--- config.mk ---
export PLATFORM = sky130hd
export DESIGN_NAME = uart_receiver
export DESIGN_NICKNAME = d
export VERILOG_FILES = /design/src/rtl/uart_receiver.sv
export SDC_FILE = /design/constraint.sdc
export NUM_CORES = 1
export LEC_CHECK = 0
export ABC_AREA = 1
export CORE_ASPECT_RATIO = 0.9
export CORE_MARGIN = 2
export CORE_UTILIZATION = 52
export CTS_BUF_LIST = sky130_fd_sc_hd__clkbuf_4
export CTS_CLUSTER_DIAMETER = 40
export CTS_CLUSTER_SIZE = 30
export DETAILED_ROUTE_END_ITERATION = 16
export PLACE_DENSITY = 0.79
export SLEW_MARGIN = 15
export SYNTH_ARGS = -nofsm -noshare
export SYNTH_HDL_FRONTEND = slang
export SYNTH_SLANG_ARGS = --single-unit
--- constraint.sdc ---
create_clock -name Clock -period 1.6 [get_ports Clock]
set_clock_uncertainty 0.2 [all_clocks]
set_input_delay 0.16 -clock Clock [delete_from_list [all_inputs] [get_ports Clock]]
set_output_delay 0.16 -clock Clock [all_outputs]
set_load 0.02 [all_outputs]
--- src/rtl/uart_receiver.sv ---
// rtl/uart_receiver.sv - UART RX deframer on a shared oversampling tick, with valid/ack holding register.
module uart_receiver #(
  parameter int DATA_BITS  = 8,
  parameter int OVERSAMPLE = 16
) (
  input  logic                 Clock,
  input  logic                 ResetN,
  input  logic                 Tick,
  input  logic                 Rx,
  input  logic                 RxAck,
  output logic [DATA_BITS-1:0] DataOut,
  output logic                 RxValid,
  output logic                 FrameError,
  output logic                 Overrun
);

  localparam int TW = $clog2(OVERSAMPLE);
  localparam int BW = $clog2(DATA_BITS);
  localparam logic [TW-1:0] HALF_LAST = TW'(OVERSAMPLE / 2 - 1);
  localparam logic [TW-1:0] FULL_LAST = TW'(OVERSAMPLE - 1);
  localparam logic [BW-1:0] LAST_BIT  = BW'(DATA_BITS - 1);

  typedef enum logic [2:0] {IDLE, START, DATA, STOP, RECOVER} state_t;

  state_t               state;
  logic                 rxMeta;
  logic                 rxSync;
  logic [TW-1:0]        tickCount;
  logic [BW-1:0]        bitCount;
  logic [DATA_BITS-1:0] shiftReg;

  always_ff @(posedge Clock) begin
    if (!ResetN) begin
      rxMeta     <= 1'b1;
      rxSync     <= 1'b1;
      state      <= IDLE;
      tickCount  <= '0;
      bitCount   <= '0;
      shiftReg   <= '0;
      DataOut    <= '0;
      RxValid    <= 1'b0;
      FrameError <= 1'b0;
      Overrun    <= 1'b0;
    end else begin
      rxMeta     <= Rx;
      rxSync     <= rxMeta;
      FrameError <= 1'b0;
      Overrun    <= 1'b0;
      if (RxAck)
        RxValid <= 1'b0;

      case (state)
        IDLE: begin
          if (!rxSync) begin
            state     <= START;
            tickCount <= '0;
          end
        end

        // Start bit must still be low at mid-bit, otherwise it was a glitch.
        START: begin
          if (Tick) begin
            if (tickCount == HALF_LAST) begin
              tickCount <= '0;
              bitCount  <= '0;
              state     <= rxSync ? IDLE : DATA;
            end else begin
              tickCount <= tickCount + TW'(1);
            end
          end
        end

        DATA: begin
          if (Tick) begin
            if (tickCount == FULL_LAST) begin
              tickCount <= '0;
              shiftReg  <= {rxSync, shiftReg[DATA_BITS-1:1]};
              if (bitCount == LAST_BIT)
                state <= STOP;
              else
                bitCount <= bitCount + BW'(1);
            end else begin
              tickCount <= tickCount + TW'(1);
            end
          end
        end

        // An ack on the same edge frees the register, so the new byte lands without overrun.
        STOP: begin
          if (Tick) begin
            if (tickCount == FULL_LAST) begin
              tickCount <= '0;
              if (rxSync) begin
                state <= IDLE;
                if (!RxValid || RxAck) begin
                  DataOut <= shiftReg;
                  RxValid <= 1'b1;
                end else begin
                  Overrun <= 1'b1;
                end
              end else begin
                state      <= RECOVER;
                FrameError <= 1'b1;
              end
            end else begin
              tickCount <= tickCount + TW'(1);
            end
          end
        end

        RECOVER: begin
          if (rxSync)
            state <= IDLE;
        end

        default: state <= IDLE;
      endcase
    end
  end

endmodule

# After elaboration in Yosys (flattened, before gate mapping)
# Cells that the tools add are included.
totals:
  regBits: 31
  output_inout_bits: 11
classes:
  addsub: 2
  n_eq_ne: 18
  mux: 32
  n_reduce_logical: 13
ops:
  columns: ["op", "count"]
  rows:
  - ["$mux W3", 15]
  - ["$mux W4", 5]
  - ["$ne A2 B2 Y1 const B", 10]
  - ["$pmux W3 S5", 1]
  - ["$pmux W4 S3", 1]
  - ["$reduce_and A5 Y1", 2]
  - ["$reduce_and A9 Y1", 1]
  - ["$mux W1", 8]
  - ["$reduce_and A4 Y1", 2]
  - ["$eq A3 B2 Y1 const B", 2]
  - ["$eq A3 B3 Y1 const B", 2]
  - ["$pmux W3 S2", 1]
  - ["$reduce_and A6 Y1", 1]
  - ["$add A4 B1 Y4 const B", 1]
  - ["$eq A4 B3 Y1 const B", 1]
  - ["$eq A4 B4 Y1 const B", 1]
  - ["$add A3 B1 Y3 const B", 1]
  - ["$eq A3 B1 Y1 const B", 1]
  - ["$logic_not A3 Y1", 1]
  - ["$reduce_and A3 Y1", 1]
  - ["$reduce_bool A3 Y1", 1]
  - ["$mux W2", 1]
  - ["$ne A2 B1 Y1 const B", 1]
  - ["$reduce_bool A2 Y1", 1]
  - ["other kinds (3)", 3]

# Longest topological paths before layout
# Gate-level depths: netlist of run 1.
logic_depth:
  depth_word: 7
  depth_mapped: 10

# Worst setup path before layout of run 1
# No wires, ideal clock.
synth_path:
  kind: "flip-flop to flip-flop"
  start: "register tickCount[0]"
  end: "register state[0]"
  setup_time_ns: 0.113
  arrival_ns: 1.268
  required_ns: 1.287
  slack_ns: 0.020
  stages_incl_launch_ff: 9
  n_path_buf: 0
  synth_period_minus_slack_ns: 1.580
  path_cell_list: "dfxtp_1 ha_1 nand3_2 nor2_8 nor2_4 nor2_4 nand2_2 nor2_1 nor2_1"
synth_via:
  elab_chain_len: 3
  elab_cells_between_ends: 6
  cone_classes: "5 x eq/ne; 1 x reduce/logical"
synth_lines:
  columns: ["item", "line_no", "source"]
  rows:
  - ["from (decl)", "28", "logic [TW-1:0] tickCount;"]
  - ["from (signal assigned)", "68", "tickCount <= tickCount + TW'(1);"]
  - ["from (signal assigned)", "83", "tickCount <= tickCount + TW'(1);"]
  - ["from (signal assigned)", "106", "tickCount <= tickCount + TW'(1);"]
  - ["$eq A4 B4 Y1 / $eq A4 B3 Y1 (equally long branches)", "75, 91, 63", null]
  - ["$ne A2 B2 Y1 (no line)", null, null]
  - ["$reduce_and A9 Y1 (no line) (*)", null, null]
  - ["to (signal assigned)", "66", "state <= rxSync ? IDLE : DATA;"]
  - ["to (decl)", "25", "state_t state;"]
# Mark *: on every way between the ends. The rest lies on a longest branch, timed or not.
# A chain may end at the register's enable or synchronous reset.

# Worst setup path after layout of run 1
layout_path:
  start: "register tickCount[1]"
  end: "register state[0]"
# The elaborated chain is that of the path after synthesis.

==> results of run 1 <==
==> worst max path at each step <==
stage	startpoint	to	slack, ns
after floorplan	tickCount[0]	state[0]	0.02
after global placement	Tick	bitCount[1]	-0.1
after detailed placement	Tick	state[0]	-0.12
after CTS	tickCount[1]	state[0]	-0.006
after global routing	tickCount[1]	state[0]	-0.1
final	tickCount[1]	state[0]	0.01
==> area by class of cell <==
class	instances	area (um^2)
fill	252	880
multi-input combinational	140	766
sequential	31	627
timing repair buffer	23	196
inverter	30	120
clock inverter	3	38.8
clock buffer	5	37.5
tap	30	37.5
==> power by group <==
part | leakage (nW) | switching [W] | internal (W) | total (W)
logic | 0.572 | 0.000365 | 0.000220 | 0.000585
clock network | 0.0426 | 0.000261 | 0.000321 | 0.000582
registers | 0.253 | 0.0000567 | 0.000824 | 0.000881
==> through the flow <==
| stage | cells | TNS, ns |
|---|---|---|
| after floorplan | 203 | 0 |
| after global placement | 253 | -1.09 |
| after detailed placement | 253 | -1.79 |
| after CTS | 262 | -0.00616 |
| after global routing | 262 | -0.552 |
| final | 262 | 0 |
==> cell usage in the layout, fill, tap and decap left out, types with 3 or more instances in the layout <==
| master | count |
|---|---|
| clkdlybuf4s50_1 | 4 |
| inv_2 | 5 |
| nor2_2 | 3 |
| clkbuf_4 | 5 |
| buf_4 | 8 |
| nand2_2 | 5 |
| nand2_1 | 30 |
| a21oi_1 | 9 |
| dfxtp_2 | 5 |
| nand3_1 | 9 |
| o21ai_0 | 9 |
| dfxtp_1 | 26 |
| nor2_4 | 3 |
| dlygate4sd2_1 | 11 |
| inv_1 | 23 |
| nor2_1 | 43 |
| o21ai_1 | 10 |
==> cells in the mapped netlist, drive strengths merged <==
master  count  area, um^2
nor2       50         224
nand2      36         150
dfxtp      31         621
inv        30         113
o21ai      19        95.1
nand3      13        85.1
a21oi       9        45.0
ha          3        37.5
nand4       3        33.8
buf         2        10.0
nor3        2        10.0
or2         2        12.5
and3        1        6.26
clkbuf      1        3.75
o21bai      1        11.3
==> kinds of logic (layout without fill, tap and decap cells) <==
logic type / after synthesis / after routing
AO/OA/AOI/OAI: 29 / 29
adder cells (fa/ha/maj): 3 / 3
buffers and inverters: 33 / 61
flip-flops: 31 / 31
AND/OR/NAND/NOR: 107 / 108
==> state kept, by name (all words and copies together) (netlist names) <==
register and flops:
tickCount 4, shiftReg 8, state 3, bitCount 3, rxSync 1, FrameError 1
Overrun 1, RxValid 1, rxMeta 1, DataOut 8
==> timing repair <==
action / 4_1_cts / 5_1_grt
pin swaps: 4 / 8
gates cloned: 1 / 0
gates resized for setup: 18 / 11
setup endpoints to repair: 32 / 23
==> metal layers <==
metal	part of all wire	track usage	vias to the layer above
li1	-	-	696
met5	0	0	-
met2	0.45	0.319	25
met1	0.50	0.270	588
met4	0.011	0.0852	0
met3	0.043	0.0567	5
==> impl_metrics.py, run 1 <==
metrics = {
    "placed_design": {
        "placed_cell_area_mm2": 0.00169,
        "gp_congestion": 0.828,
        "io_buffers": 15,
        "dp_hpwl_um": 2110,
        "dp_worst_setup_slack_ns": -0.124,
    },
    "synth": {
        "synth_xor_area_frac": 0,
        "yosysUniqueCellTypes": 24,
        "synth_compound_gate_area_share": 0.104,
        "syn_avg_cell_area_um2": 7.18,
        "netlist_instances": 203,
        "synthSimpleGateAreaFrac": 0.358,
        "synth.area.mux_share": 0,
        "synth_area_mm2": 0.00146,
        "synth_top_family_by_area": "simple AND/OR/NAND/NOR gates",
        "synth_seq_area_share": 0.426,
        "ys_seq_elements": 31,
        "synth_fp_nets": 211,
        "yosys_warnings": 0,
        "synthAdderAreaFrac": 0.0258,
    },
    "worst_hold_path": {
        "hp-class": "in2reg",
        "min_path_cells": 2,
        "min_from": "Rx",
        "hold-path-endpoint": "rxMeta",
    },
    "worst_setup_path": {
        "reg2reg_slack_ns": 0.01,
        "r2r_cells": 9,
        "crit_type": "reg2reg",
        "slowest_delay_ns": 0.36,
        "cp.depth": 9,
        "cp_top_family": "simple AND/OR/NAND/NOR gates",
        "crit_path_start_kind": "register",
        "crit_arrival_ns": 1.65,
        "endpoint_kind": "register",
        "cp_slowest_cell": "dfxtp_2",
        "crit_fanout": 7,
        "r2r_end": "state[0]",
        "path_cells": "ha_4, nand3_4, nor2_8, nor2_4, nor2_4, nand2_2, nand2_2, nand2_1, nor2_1",
        "required_ns": 1.66,
        "r2r-start": "tickCount[1]",
        "critPathBufInv": 0,
    },
    "clock_network": {
        "cts_num_sinks": 31,
        "root_buffer": "clkbuf_4",
        "cts_buffers": 5,
        "cts_tree": "built",
        "clk_pin_slew_ns": 0.10,
        "h-tree-depth": 2,
        "hold_buffers": 0,
        "cts_setup_buffers": 0,
        "clock_latency_ns": 0.33,
        "cts_buffer_depth": 2,
    },
    "die": {
        "io_pins": 16,
        "rows": 18,
        "design.die.area_mm2": 0.00324,
        "die_h_um": 54.2,
        "initial_core_util": 0.539,
        "die_w_um": 59.8,
        "coreArea_mm2": 0.00270,
    },
    "global_routing": {
        "grt_max_degree": 21,
        "antenna_found_initial": 0,
        "track_usage": 0.206,
        "grt_overflow_total": 0,
        "grt_pass1_vias": 1139,
        "grt_pass1_wl_um": 4860,
    },
    "detailed_routing": {
        "drc": 0,
        "ant_nets": 0,
        "dr.pass1.iters": 4,
        "drt_iter0_drc": 68,
        "wl_per_cell_um": 11.1,
        "via_count": 1314,
        "viasPerCell": 5.02,
        "routed_wl_um": 2910,
    },
    "sta": {
        "hold_violations": 0,
        "finalSetupViolCount": 0,
        "relSlewSlack": 0.732,
        "fin_ws_ns": 0.0106,
        "drv_slew": 0,
        "min_period_ns": 1.59,
        "min_period_over_period": 0.993,
        "tightest_slew_ns": 0.401,
        "timing.fmax_mhz": 629,
        "holdWs_ns": 0.223,
        "rsz0062_at_grt": "yes",
    },
    "power_and_ir_drop": {
        "power.total_w": 0.00205,
        "peakVddDrop_uv": 952,
        "power_density_mw_per_mm2": 1120,
        "power.leakage_nw": 0.868,
    },
    "final_layout": {
        "fin_area_mm2": 0.00182,
        "nets": 239,
        "final_layout_size_suffix_gt1_frac": 0.216,
        "final_core_util": 0.675,
        "syn_to_final_growth_pct": 25.1,
        "diodes": 0,
    },
    "outcome": {
        "status": "finished, final reports clean",
    },
    "run": {
        "drv_cap": 0,
    },
}
Note: power is estimated with default switching activity, not from simulation.
==> run 2, diff against run 1 <==
--- a/config.mk
+++ b/config.mk
@@ -8,8 +8,7 @@
 export ABC_AREA = 1
 export CORE_ASPECT_RATIO = 0.9
-export CORE_MARGIN = 2
 export CORE_UTILIZATION = 52
 export CTS_BUF_LIST = sky130_fd_sc_hd__clkbuf_4
-export CTS_CLUSTER_DIAMETER = 40
+export CTS_CLUSTER_DIAMETER = 30
 export CTS_CLUSTER_SIZE = 30
 export DETAILED_ROUTE_END_ITERATION = 16
--- a/constraint.sdc
+++ b/constraint.sdc
@@ -3,3 +3,3 @@
 set_input_delay 0.16 -clock Clock [delete_from_list [all_inputs] [get_ports Clock]]
 set_output_delay 0.16 -clock Clock [all_outputs]
-set_load 0.02 [all_outputs]
+set_load 0.05 [all_outputs]
==> impl_metrics.py, run 2 (synthesized netlist as in run 1, its figures left out) <==
metrics = {
    "final_layout": {
        "final_layout_size_suffix_gt1_frac": 0.268,
        "syn_to_final_growth_pct": 23.2,
        "final_core_util": 0.703,
        "nets": 238,
        "final_common_cell": "nor2_1",
        "top_regs": "DataOut (8), shiftReg (8), tickCount (4)",
        "final_cell_mix": "41 x nor2_1, 32 x nand2_1, 25 x dfxtp_1",
        "diodes": 0,
    },
    "clock_network": {
        "h-tree-depth": 2,
        "cts_tree": "built",
        "clk_pin_slew_ns": 0.10,
        "cts_num_sinks": 31,
        "hold_buffers": 0,
        "cts_buffers": 5,
        "root_buffer": "clkbuf_4",
        "cts_buffer_depth": 2,
        "clock_latency_ns": 0.33,
    },
    "detailed_routing": {
        "drc": 1,
        "drt_iter0_drc": 64,
        "viasPerCell": 5.22,
        "dr.pass1.iters": 11,
        "routed_wl_um": 3190,
        "ant_nets": 0,
        "wl_per_cell_um": 12.3,
        "via_count": 1351,
    },
    "sta": {
        "tightest_slew_ns": 0.360,
        "holdWs_ns": 0.203,
        "rsz0062_at_grt": "yes",
        "relSlewSlack": 0.760,
        "timing.fmax_mhz": 631,
        "drv_slew": 0,
        "hold_violations": 0,
        "min_period_over_period": 0.990,
        "finalSetupViolCount": 0,
        "min_period_ns": 1.58,
    },
    "die": {
        "io_pins": 16,
        "rows": 17,
        "design.die.area_mm2": 0.00302,
        "die_h_um": 52.2,
        "coreArea_mm2": 0.00255,
        "die_w_um": 57.8,
        "initial_core_util": 0.571,
    },
    "power_and_ir_drop": {
        "power.leakage_nw": 0.845,
        "p_comb_frac": 0.311,
        "power.internal_w": 0.00122,
        "p_switching_w": 0.000687,
        "p_seq_frac": 0.461,
        "p_sw_frac": 0.361,
        "p_clk_frac": 0.228,
        "power_density_mw_per_mm2": 1060,
        "peakVddDrop_uv": 692,
    },
    "worst_setup_path": {
        "crit_type": "reg2reg",
        "r2r_cells": 8,
        "path_cells": "ha_4, nand3_4, nor2_8, nor2_4, nor2_4, nand2_2, nor2_2, nor2_1",
        "endpoint_kind": "register",
        "r2r_end": "bitCount[1]",
        "cp_top_family": "simple AND/OR/NAND/NOR gates",
        "crit_arrival_ns": 1.61,
        "reg2reg_slack_ns": 0.02,
        "critPathBufInv": 0,
        "required_ns": 1.62,
        "r2r-start": "tickCount[1]",
        "crit_path_start_kind": "register",
        "slowest_delay_ns": 0.37,
        "cp_slowest_cell": "dfxtp_2",
        "crit_fanout": 7,
        "crit_top_cell": "nor2_4",
    },
    "worst_hold_path": {
        "min_from": "Rx",
        "min_path_cells": 2,
        "hp-class": "in2reg",
        "hold-path-endpoint": "rxMeta",
    },
    "global_routing": {
        "grt_util_met3": 0.0642,
        "grt_overflow_total": 0,
        "busiest_layer": "met2",
        "antenna_found_initial": 0,
        "met2_usage": 0.421,
        "grt_pass1_vias": 1271,
        "grt_max_degree": 19,
        "grt_pass1_wl_um": 5410,
        "met1_usage": 0.279,
        "track_usage": 0.243,
    },
    "run": {
        "drv_cap": 0,
    },
    "placed_design": {
        "dp_hpwl_um": 2220,
        "gp_congestion": 0.809,
        "io_buffers": 15,
    },
    "outcome": {
        "status": "finished, violations left",
        "violations": "design-rule violations",
    },
}
-- run 2: changes by cell type in the layout (fill, tap and decap cells not counted), moves of 3 or more --
cell / delta
dlygate4sd2_1: -11
buf_4: +10
nand2_2: -3
o21ai_0: -3
o21ai_2: +3
-- run 2: area by class of cell --
| type | instances | area, um^2 |
|---|---|---|
| Clock buffer | 6 | 45.0 |
| Clock inverter | 2 | 7.51 |
| Fill cell | 222 | 757 |
| Inverter | 30 | 120 |
| Multi-Input combinational cell | 140 | 782 |
| Sequential cell | 31 | 631 |
| Tap cell | 28 | 35.0 |
| Timing Repair Buffer | 22 | 175 |
-- run 2: metrics by stage --
stage / cells / setup WS [ns] / power, W / TNS, ns / instance area [um^2]
finish: 259 / 0.0153 / 0.00190 / 0 / 1800
global route: 259 / -0.0604 / 0.00203 / -0.517 / 1800
CTS: 258 / 0.00339 / 0.00188 / 0 / 1750
detailed placement: 249 / -0.124 / 0.00142 / -2.07 / 1650
global placement: 249 / -0.0913 / 0.00140 / -1.28 / 1650
floorplan: 203 / 0.0196 / 0.00130 / 0 / 1460
-- run 2: how the worst max path moves through the flow --
stage / start / to / slack, ns / cells after the start
after floorplan: tickCount[0] / state[0] / 0.02 / 8
after global placement: Tick / DataOut[2] / -0.09 / 7
after detailed placement: Tick / DataOut[6] / -0.12 / 7
after CTS: tickCount[0] / state[0] / 0.003 / 9
after global routing: tickCount[1] / bitCount[1] / -0.06 / 9
final: tickCount[1] / bitCount[1] / 0.02 / 8
-- run 2: per-layer routing --
metal,up-vias,part of all wire,wire [um]
li1,694,-,-
met2,42,0.49,1550
met3,6,0.045,143
met4,0,0.019,61
met1,609,0.45,1430
met5,-,0,0
-- run 2: power by group through the flow --
stage | combinational, W | clock (W) | sequential [W]
final | 0.000593 | 0.000434 | 0.000877
after CTS | 0.000557 | 0.000444 | 0.000876
after detailed placement | 0.000541 | 0 | 0.000882
after global placement | 0.000523 | 0 | 0.000879
after floorplan | 0.000426 | 0 | 0.000878
after global routing | 0.000668 | 0.000480 | 0.000884
-- run 2: repair_timing --
item	in CTS	in global routing
pin swaps	3	14
gates cloned	1	0
setup buffers	0	1
endpoints found under the setup margin	22	25
resized for setup	10	16
==> run 3, diff against run 2 <==
- ABC_AREA: 1 -> not set
- PLACE_DENSITY: 0.79 -> 0.8
==> impl_metrics.py, run 3 <==
metrics = {
    "sta": {
        "min_period_over_period": 1.03,
        "tightest_slew_ns": 0.329,
        "relSlewSlack": 0.779,
        "timing.fmax_mhz": 606,
        "finalSetupTns_ns": -0.131,
        "min_period_ns": 1.65,
        "drv_slew": 0,
        "finalSetupViolCount": 3,
        "rsz0062_at_grt": "yes",
        "fin_ws_ns": -0.0489,
        "hold_violations": 0,
    },
    "worst_setup_path": {
        "reg2reg_slack_ns": -0.05,
        "endpoint_kind": "register",
        "required_ns": 1.66,
        "crit_path_start_kind": "register",
        "cp.depth": 5,
        "critPathBufInv": 0,
        "crit_fanout": 3,
        "crit_type": "reg2reg",
        "cp_top_family": "flip-flops",
        "crit_arrival_ns": 1.71,
        "path_cells": "ha_4, ha_4, nor4bb_4, o211a_1, mux2i_1",
        "cp_slowest_cell": "dfxtp_2",
        "crit_top_cell": "ha_4",
        "slowest_delay_ns": 0.34,
        "r2r_cells": 5,
    },
    "global_routing": {
        "grt_pass1_wl_um": 5640,
        "grt_max_degree": 25,
        "antenna_found_initial": 0,
        "track_usage": 0.262,
        "grt_pass1_vias": 1242,
        "grt_overflow_total": 0,
    },
    "outcome": {
        "violations": "design-rule violations, negative setup slack",
        "status": "finished, violations left",
    },
    "synth": {
        "yosys-top-cells-area": "dfxtp_1 44%, mux2i_1 8.4%, nand2_1 6.1%, nand3_1 3.9%, o21ai_0 3.2%",
        "async_flop_share": 0,
        "synth_top_area_frac": 0.436,
        "synth_seq_area_share": 0.436,
        "synth_area_mm2": 0.00142,
        "yosys_warnings": 0,
        "yosysMostFrequentCell": "dfxtp_1",
        "yosysUniqueCellTypes": 40,
        "netlist_instances": 155,
        "synth_fp_nets": 163,
        "ys_seq_elements": 31,
        "synthTopCellsByCount": "31 x dfxtp_1, 23 x nand2_1, 12 x mux2i_1, 11 x nand3_1, 9 x o21ai_0",
        "synth_edf_count": 0,
        "synth_top_cell_by_area": "dfxtp_1",
        "syn_avg_cell_area_um2": 9.18,
        "ys.flop_type": "dfxtp_1",
    },
    "placed_design": {
        "io_buffers": 15,
        "gp_congestion": 0.878,
        "dp_hpwl_um": 2430,
    },
    "detailed_routing": {
        "viasPerCell": 6.08,
        "dr.pass1.iters": 10,
        "route.met3.wl_um": 193,
        "drc": 4,
        "wl_per_cell_um": 16.8,
        "met2WireLength_um": 1860,
        "via_count": 1314,
        "met1Wirelength_um": 1500,
        "ant_nets": 0,
        "routed_wl_um": 3620,
        "drt_iter0_drc": 47,
        "highest_layer": "met4",
    },
    "die": {
        "coreArea_mm2": 0.00253,
        "io_pins": 16,
        "initial_core_util": 0.562,
        "rows": 17,
        "die_w_um": 57.1,
        "die_h_um": 51.6,
        "design.die.area_mm2": 0.00295,
    },
    "clock_network": {
        "cts_buffers": 5,
        "h-tree-depth": 2,
        "cts_buffer_depth": 2,
        "clk_pin_slew_ns": 0.08,
        "cts_num_sinks": 31,
        "cts_tree": "built",
        "clock_latency_ns": 0.34,
        "root_buffer": "clkbuf_4",
        "hold_buffers": 0,
    },
    "final_layout": {
        "nets": 195,
        "top_regs": "DataOut (8), shiftReg (8), tickCount (4)",
        "fillers": 181,
        "final_common_cell": "buf_4",
        "diodes": 0,
        "final_cell_mix": "27 x buf_4, 23 x nand2_1, 22 x dfxtp_1",
        "final_layout_size_suffix_gt1_frac": 0.309,
        "syn_to_final_growth_pct": 31.8,
        "final_core_util": 0.740,
    },
    "power_and_ir_drop": {
        "power.leakage_nw": 0.694,
        "peakVddDrop_uv": 430,
        "power_density_mw_per_mm2": 694,
    },
    "worst_hold_path": {
        "hp-class": "in2reg",
        "min_path_cells": 2,
    },
    "run": {
        "drv_cap": 0,
    },
}
run 3: cell count changes in the layout (fill, tap and decap cells not counted), sizes merged, moves of 10 or more:
cell	before	now
buf	18	31
inv	29	3
mux2i	0	12
nand2	36	23
nor2	50	3
o21ai	19	9
run 3: routing by layer:
metal,track usage,vias to the layer above
met5,0,-
met4,0.122,0
met3,0.0871,8
met2,0.453,44
met1,0.294,628
li1,-,634
run 3: report_power, final:
| group | total, W | internal (W) | switching (W) | leakage, nW |
|---|---|---|---|---|
| combinational | 0.0000756 | 0.0000379 | 0.0000377 | 0.407 |
| sequential | 0.000779 | 0.000771 | 0.00000805 | 0.256 |
| clock | 0.000446 | 0.000179 | 0.000266 | 0.0307 |
| total | 0.00130 | 0.000988 | 0.000312 | 0.694 |
run 3: final timing paths:
check,startpoint,to
setup / recovery,bitCount[1],bitCount[2]
hold / removal,Rx,rxMeta
setup reg to reg,bitCount[1],bitCount[2]
hold reg to reg,rxMeta,rxSync
run 3: cells by family (layout without fill, tap and decap cells):
group | count (synthesis) | after routing | synth area share
multiplexers | 12 | 12 | 0.0844
buffers and inverters | 14 | 47 | 0.0466
adder cells (fa/ha/maj) | 3 | 3 | 0.0264
flip-flops | 31 | 31 | 0.436
AND/OR/NAND/NOR | 58 | 58 | 0.229
AO/OA/AOI/OAI | 36 | 36 | 0.172
XOR/XNOR | 1 | 1 | 0.00616
run 3: layout make-up:
type,count,area (um^2),area share
Clock buffer,6,45.0,0.0240
Clock inverter,2,7.51,0.00401
Inverter,3,11.3,0.00601
Multi-Input combinational cell,110,806,0.430
Sequential cell,31,642,0.342
Tap cell,28,35.0,0.0187
Timing Repair Buffer,36,328,0.175
run 3: per-stage QoR:
| stage | area [um^2] | setup WS, ns | hold WS [ns] | total power [W] | instances |
|---|---|---|---|---|---|
| global placement | 1730 | -0.131 | 0.191 | 0.000868 | 206 |
| finish | 1870 | -0.0489 | 0.182 | 0.00130 | 216 |
| floorplan | 1440 | 0.00763 | 0.0615 | 0.000833 | 155 |
| detailed placement | 1730 | -0.259 | 0.210 | 0.000871 | 206 |
| CTS | 1830 | -0.111 | 0.176 | 0.00130 | 214 |
| global route | 1870 | -0.138 | 0.197 | 0.00134 | 216 |
run 3: timing repair:
| action | 4_1_cts | 5_1_grt |
|---|---|---|
| gates resized for setup | 14 | 10 |
| setup buffers | 0 | 2 |
| setup endpoints to repair | 14 | 18 |
| pin swaps | 3 | 5 |
